[src/rtl/asyn_fifo_arb_pkg.sv]
// Shared types and helpers for the asyn_fifo write-port arbiter.
package asyn_fifo_arb_pkg;

  typedef enum logic {ARB_IDLE, ARB_BURST} arb_state_t;

  localparam int unsigned WRITE_COUNT_BITS = 16;

  // Width of an index into n requesters, never narrower than one bit.
  function automatic int unsigned id_bits(input int unsigned n);
    return (n < 2) ? 1 : $clog2(n);
  endfunction

endpackage

[src/rtl/asyn_fifo_write_arbiter_rr_priority_picker.sv]
// Round-robin priority picker: first set request bit at or above ptr,
// wrapping to the lowest set bit when nothing at or above ptr is set.
module rr_priority_picker
  import asyn_fifo_arb_pkg::*;
#(
  parameter int unsigned NUM_REQ = 4,
  localparam int unsigned ID_BITS = id_bits(NUM_REQ)
) (
  input  logic [NUM_REQ-1:0] req,
  input  logic [ID_BITS-1:0] ptr,
  output logic               found,
  output logic [ID_BITS-1:0] idx
);

  logic               found_hi;
  logic [ID_BITS-1:0] idx_hi;
  logic               found_lo;
  logic [ID_BITS-1:0] idx_lo;

  // Scan downward so the lowest qualifying index is the last one written;
  // "hi" tracks candidates at or above ptr, "lo" any candidate (wrap case).
  always_comb begin
    found_hi = 1'b0;
    idx_hi   = '0;
    found_lo = 1'b0;
    idx_lo   = '0;
    for (int unsigned i = NUM_REQ; i > 0; i--) begin
      if (req[i-1]) begin
        found_lo = 1'b1;
        idx_lo   = ID_BITS'(i - 1);
        if ((i - 1) >= 32'(ptr)) begin
          found_hi = 1'b1;
          idx_hi   = ID_BITS'(i - 1);
        end
      end
    end
  end

  // Prefer the candidate at or after ptr; otherwise wrap around.
  always_comb begin
    found = found_lo;
    idx   = found_hi ? idx_hi : idx_lo;
  end

endmodule

[src/rtl/asyn_fifo_write_arbiter.sv]
// Round-robin, burst-locked arbiter sharing the asyn_fifo write port between
// NUM_REQ requesters in the write-clock domain. Each write carries its source ID.
module asyn_fifo_write_arbiter
  import asyn_fifo_arb_pkg::*;
#(
  parameter int unsigned DATA_BITS = 11,
  parameter int unsigned NUM_REQ   = 4,
  parameter int unsigned MAX_BURST = 4,
  localparam int unsigned ID_BITS  = id_bits(NUM_REQ)
) (
  input  logic                          clk,
  input  logic                          reset,
  input  logic [NUM_REQ-1:0]            req_valid,
  input  logic [NUM_REQ*DATA_BITS-1:0]  req_data,
  output logic [NUM_REQ-1:0]            req_ready,
  input  logic                          fifo_full,
  output logic                          fifo_wr_en,
  output logic [DATA_BITS-1:0]          fifo_wr_data,
  output logic [ID_BITS-1:0]            fifo_wr_id,
  output logic [ID_BITS-1:0]            grant_id,
  output logic                          busy,
  output logic [WRITE_COUNT_BITS-1:0]   write_count
);

  // MAX_BURST is at most 255, so an 8-bit beat counter always suffices.
  localparam int unsigned BURST_BITS = 8;

  arb_state_t                  state_q,     state_d;
  logic [ID_BITS-1:0]          rr_ptr_q,    rr_ptr_d;
  logic [ID_BITS-1:0]          grant_q,     grant_d;
  logic [BURST_BITS-1:0]       burst_cnt_q, burst_cnt_d;
  logic [WRITE_COUNT_BITS-1:0] wcount_q,    wcount_d;

  logic               pick_found;
  logic [ID_BITS-1:0] pick_idx;
  logic               gnt_valid;
  logic [DATA_BITS-1:0] gnt_data;
  logic               last_beat;
  logic [ID_BITS-1:0] next_ptr;

  rr_priority_picker #(
    .NUM_REQ(NUM_REQ)
  ) u_picker (
    .req   (req_valid),
    .ptr   (rr_ptr_q),
    .found (pick_found),
    .idx   (pick_idx)
  );

  // Select the granted requester's valid bit and data word.
  always_comb begin
    gnt_valid = 1'b0;
    gnt_data  = '0;
    for (int unsigned k = 0; k < NUM_REQ; k++) begin
      if (grant_q == ID_BITS'(k)) begin
        gnt_valid = req_valid[k];
        gnt_data  = req_data[k*DATA_BITS +: DATA_BITS];
      end
    end
  end

  // Burst-end helpers: final beat of a burst, and the requester after the grant.
  always_comb begin
    last_beat = (burst_cnt_q == BURST_BITS'(MAX_BURST - 1));
    next_ptr  = (32'(grant_q) == NUM_REQ - 1) ? '0 : grant_q + ID_BITS'(1);
  end

  // Next-state and output logic; write-side outputs are live only in BURST.
  always_comb begin
    state_d      = state_q;
    rr_ptr_d     = rr_ptr_q;
    grant_d      = grant_q;
    burst_cnt_d  = burst_cnt_q;
    wcount_d     = wcount_q;
    req_ready    = '0;
    fifo_wr_en   = 1'b0;
    fifo_wr_data = '0;
    fifo_wr_id   = '0;
    busy         = 1'b0;

    case (state_q)
      ARB_IDLE: begin
        if (pick_found) begin
          grant_d     = pick_idx;
          burst_cnt_d = '0;
          state_d     = ARB_BURST;
        end
      end

      ARB_BURST: begin
        busy = 1'b1;
        for (int unsigned k = 0; k < NUM_REQ; k++) begin
          req_ready[k] = (grant_q == ID_BITS'(k)) & ~fifo_full;
        end
        fifo_wr_en   = gnt_valid & ~fifo_full;
        fifo_wr_data = gnt_data;
        fifo_wr_id   = grant_q;

        if (fifo_wr_en) begin
          burst_cnt_d = burst_cnt_q + BURST_BITS'(1);
          wcount_d    = wcount_q + WRITE_COUNT_BITS'(1);
        end

        // A full FIFO with valid still high stalls in place with the grant held.
        if (!gnt_valid || (fifo_wr_en && last_beat)) begin
          state_d  = ARB_IDLE;
          rr_ptr_d = next_ptr;
        end
      end

      default: state_d = ARB_IDLE;
    endcase
  end

  // State, pointer, grant and counter registers.
  always_ff @(posedge clk or posedge reset) begin
    if (reset) begin
      state_q     <= ARB_IDLE;
      rr_ptr_q    <= '0;
      grant_q     <= '0;
      burst_cnt_q <= '0;
      wcount_q    <= '0;
    end else begin
      state_q     <= state_d;
      rr_ptr_q    <= rr_ptr_d;
      grant_q     <= grant_d;
      burst_cnt_q <= burst_cnt_d;
      wcount_q    <= wcount_d;
    end
  end

  assign grant_id    = grant_q;
  assign write_count = wcount_q;

endmodule
[config.mk]
export PLATFORM = sky130hd
export DESIGN_NAME = asyn_fifo_write_arbiter
export DESIGN_NICKNAME = d
export VERILOG_FILES = /design/src/rtl/asyn_fifo_arb_pkg.sv /design/src/rtl/asyn_fifo_write_arbiter_rr_priority_picker.sv /design/src/rtl/asyn_fifo_write_arbiter.sv
export SDC_FILE = /design/constraint.sdc
export NUM_CORES = 1
export LEC_CHECK = 0
export BUFFER_PORTS_ARGS = -buffer_cell sky130_fd_sc_hd__buf_2
export CORE_ASPECT_RATIO = 0.5
export CORE_MARGIN = 1
export CORE_UTILIZATION = 40
export DETAILED_ROUTE_END_ITERATION = 16
export PLACE_DENSITY = 0.73
export SLEW_MARGIN = 20
export SYNTH_ARGS = -nofsm -noshare
export SYNTH_HDL_FRONTEND = slang
export SYNTH_SLANG_ARGS = --single-unit
export TNS_END_PERCENT = 50
[constraint.sdc]
create_clock -name clk -period 2.1 [get_ports clk]
set_input_delay 0.315 -clock clk [delete_from_list [all_inputs] [get_ports clk]]
set_output_delay 0.315 -clock clk [all_outputs]
set_load 0.02 [all_outputs]
==> summary.md <==
| Metric | Value |
|---|---|
| Status | `finished with violations` |
| Failing checks | `negative setup slack` |
| Cts bufs inserted | `5` |
| Gr ovfl total | `0` |
| Post-route ant nets | `0` |
| Flops & latches, synth | `29` |
| Post-Syn Instances | `around 220` |
| Top cell type's share of synthesized area | `a little over a third` |
| Nets | `385` |
| Die Area | `5330 um2` |
| Final Hold Fails | `0` |
| Clock root buffer | `clkbuf_8` |
| CP cell instances | `inv_2 -> ha_4 -> buf_4 -> nor2b_4 -> a221oi_1 -> o41ai_2 -> buf_4` |
| Via density per instance | `~5.4` |
| Max-Cap Viols | `0` |
| Area after DPL | `between 2000 and 3000 um2` |
| Final period utilization | `104%` |
| Die W | `~100 um` |
| Largest stage delay on the critical path | `0.45 ns` |
| Min-delay worst type | `in -> async` |
| Clock Pin Slew Worst Setup and Hold Paths | `approximately 0.06 ns` |
| Slowest CP cell | `dfrtp_2` |
| CTS tree | `built` |
| Worst Setup Slack, final | `-0.0886 ns` |
| Synth unique cells | `43` |
| ANT cells | `0` |
| GPL Wtd Cong | `0.839` |
| Via count | `2135` |
| DRC errors left | `0` |
| Mapped Area | `2010 um2` |
| Ys async rst share | `100%` |
| DP HPWL | `4220 um` |
| Synth warn | `0` |
| Critical path peak fanout | `6` |
| Placed instance count | `376` |
| Non-Filler Instances | `394` |
| Sequential-to-total area share from yosys stat | `between 30% and 40%` |
| Most area-consuming cells after synthesis | `dfrtp_1, nor4_2, xor2_1` |
| Largest net degree at the start of global routing | `19` |
| Mapped Avg Cell Area | `just over 9 um2` |
| Row count | `17` |
| Layout area overhead | `51.2%` |
| Fraction of layout cells with a size suffix above 1 | `roughly half` |
| Worst slew pin tran | `0.453 ns` |
| # port buffers | `87` |
| Die Y | `52.2 um` |
| Critical path required time | `1.78 ns` |
| Critical Path End Type | `primary output` |
| CP arrival | `1.87 ns` |
| Clk_skew | `0.00359 ns` |
| Syn nets | `around 270` |
| Placeable core area | `between 4000 and 5000 um2` |
| Clk sinks | `29` |
| Cell taking the most area after synthesis | `dfrtp_1` |
| Post-synth top cells | `dfrtp_1, nand2_1, nand3_1, o21ai_0` |
| Most used DFF post-synth | `dfrtp_1` |
| Most common cell in the netlist | `dfrtp_1` |
| Latest clock arrival within the worst-skew pair | `0.28 ns` |
| Setup CP Type | `reg -> out` |
| Vias in the first global route | `1980` |
| First-pass GRT wire length | `8830 um` |
| Routed WL | `5910 um` |
| Slew margin rel. | `between 60% and 70%` |
| IO Count | `between 80 and 90` |
| Slew Viols, Final | `0` |
| Cell area after layout | `3040 um2` |
| Fin crit period | `2.19 ns` |
| Final setup vio count | `13` |
| Worst setup SP type | `flip-flop` |
| Initial Utilization | `a little over two fifths` |
| Longest Clk Path Bufs | `2` |
| DR WL/cell | `15.0 um` |
| Initial antenna violation count | `0` |
| Cell area power density | `1330 nW/um2` |
| CTS Hold Bufs | `0` |
| Fmax | `457 MHz` |
| Top cell by count, worst path | `buf_4` |
| VDD IR max | `582 uV` |
| LEAKAGE | `1.49 nW` |
| Post-synth EDFFs | `0` |
| DRT iter0 DRCs | `about 120` |
| H-Tree Depth | `2` |
| First-pass DRT Iterations | `6` |
| Gr usage total | `a little over a fifth` |
| RSZ-0062 raised after global routing | `yes` |
[layout make-up]
cell class / count / area [um2]
clock buffers: 7 / 86.3
fillers: 367 / 1570
inverters: 7 / 28.8
multi-input cells: 173 / 1410
flip-flops and latches: 29 / 728
well taps: 66 / 82.6
repair buffers: 112 / 704
[kinds of logic (layout without fill, tap and decap cells)]
logic type      after synthesis  after routing  share of synthesized area, %
buf+inv                      17            126                          4.11
mux                           4              4                          2.18
simple gates                 86             89                          25.6
xor+xnor                     15             15                          6.53
fa+ha+maj                     6              6                          3.73
flops                        29             29                          36.1
compound gates               59             59                          21.8
[worst paths after layout]
kind,startpoint,to,slack [ns],cells after the start
worst max register to register,grant_id[0],burst_cnt_q[6],0,7
worst min register to register,write_count[15],write_count[15],0.46,1
worst max-delay path,grant_id[0],fifo_wr_data[9],-0.09,7
max in group asynchronous,reset,grant_id[1],1.44,3
worst min-delay path,reset,write_count[10],0.03,2
min in group clk,req_valid[3],grant_id[0],0.46,3
[cell usage in the layout (no fill, tap or decap), drive strengths merged, types with 4 or more instances in the layout]
cell / count
inv: 7
ha: 6
a21oi: 6
nor4: 9
xor2: 11
o31ai: 7
nand2: 22
nor3: 4
a22o: 10
clkbuf: 8
nand4: 4
nand3: 15
and2: 8
xnor2: 4
dfrtp: 29
nor2b: 5
a22oi: 11
buf: 111
o21ai: 15
nor2: 11
[critical path: cells and delay by family (launching register included)]
| kind | cells | cell delay, ns |
|---|---|---|
| AOI/OAI and AO/OA | 2 | 0.36 |
| adders and majority gates | 1 | 0.13 |
| DFF | 1 | 0.45 |
| and+or+nand+nor | 1 | 0.25 |
| buffers and inverters | 3 | 0.40 |
[state kept, by name (all words and copies together) (netlist names)]
register     cells
write_count     16
burst_cnt_q      8
grant_id         2
rr_ptr_q         2
state_q          1
[report_power, final]
part           leakage (nW)  switching [mW]  total, mW  internal, mW
Sequential            0.384           0.131      0.800         0.669
Combinational          1.07            1.52       2.78          1.25
Clock                0.0443           0.203      0.462         0.259
Total                  1.49            1.86       4.04          2.18
[repair_timing]
action / CTS / global route
endpoints found under the setup margin: 29 / 31
cloned: 0 / 4
setup buffers: 3 / 4
pin swaps: 2 / 22
resized for setup: 38 / 22
[layer usage]
layer  track usage, %  up-vias  part of all wire, %
met5                0        -                    0
met3             4.70        4                  4.0
met2             40.0       53                   50
met1             25.6     1042                   45
met4             6.19        0                 0.93
li1                 -     1036                    -
[metrics by stage]
step	TNS [ns]	hold WS (ns)	total power, mW	util (%)	worst slack (ns)
after CTS	-0.159	0.0421	3.68	61.4	-0.0819
after global placement	-0.803	0.329	2.92	57.2	-0.0976
after floorplan	0	0.393	2.24	-	0.00592
final	-0.568	0.0290	4.04	65.9	-0.0886
after global routing	-2.12	0.0848	4.29	65.9	-0.180
after detailed placement	-2.60	0.342	2.96	57.2	-0.209
(Power assumes the default switching activity.)
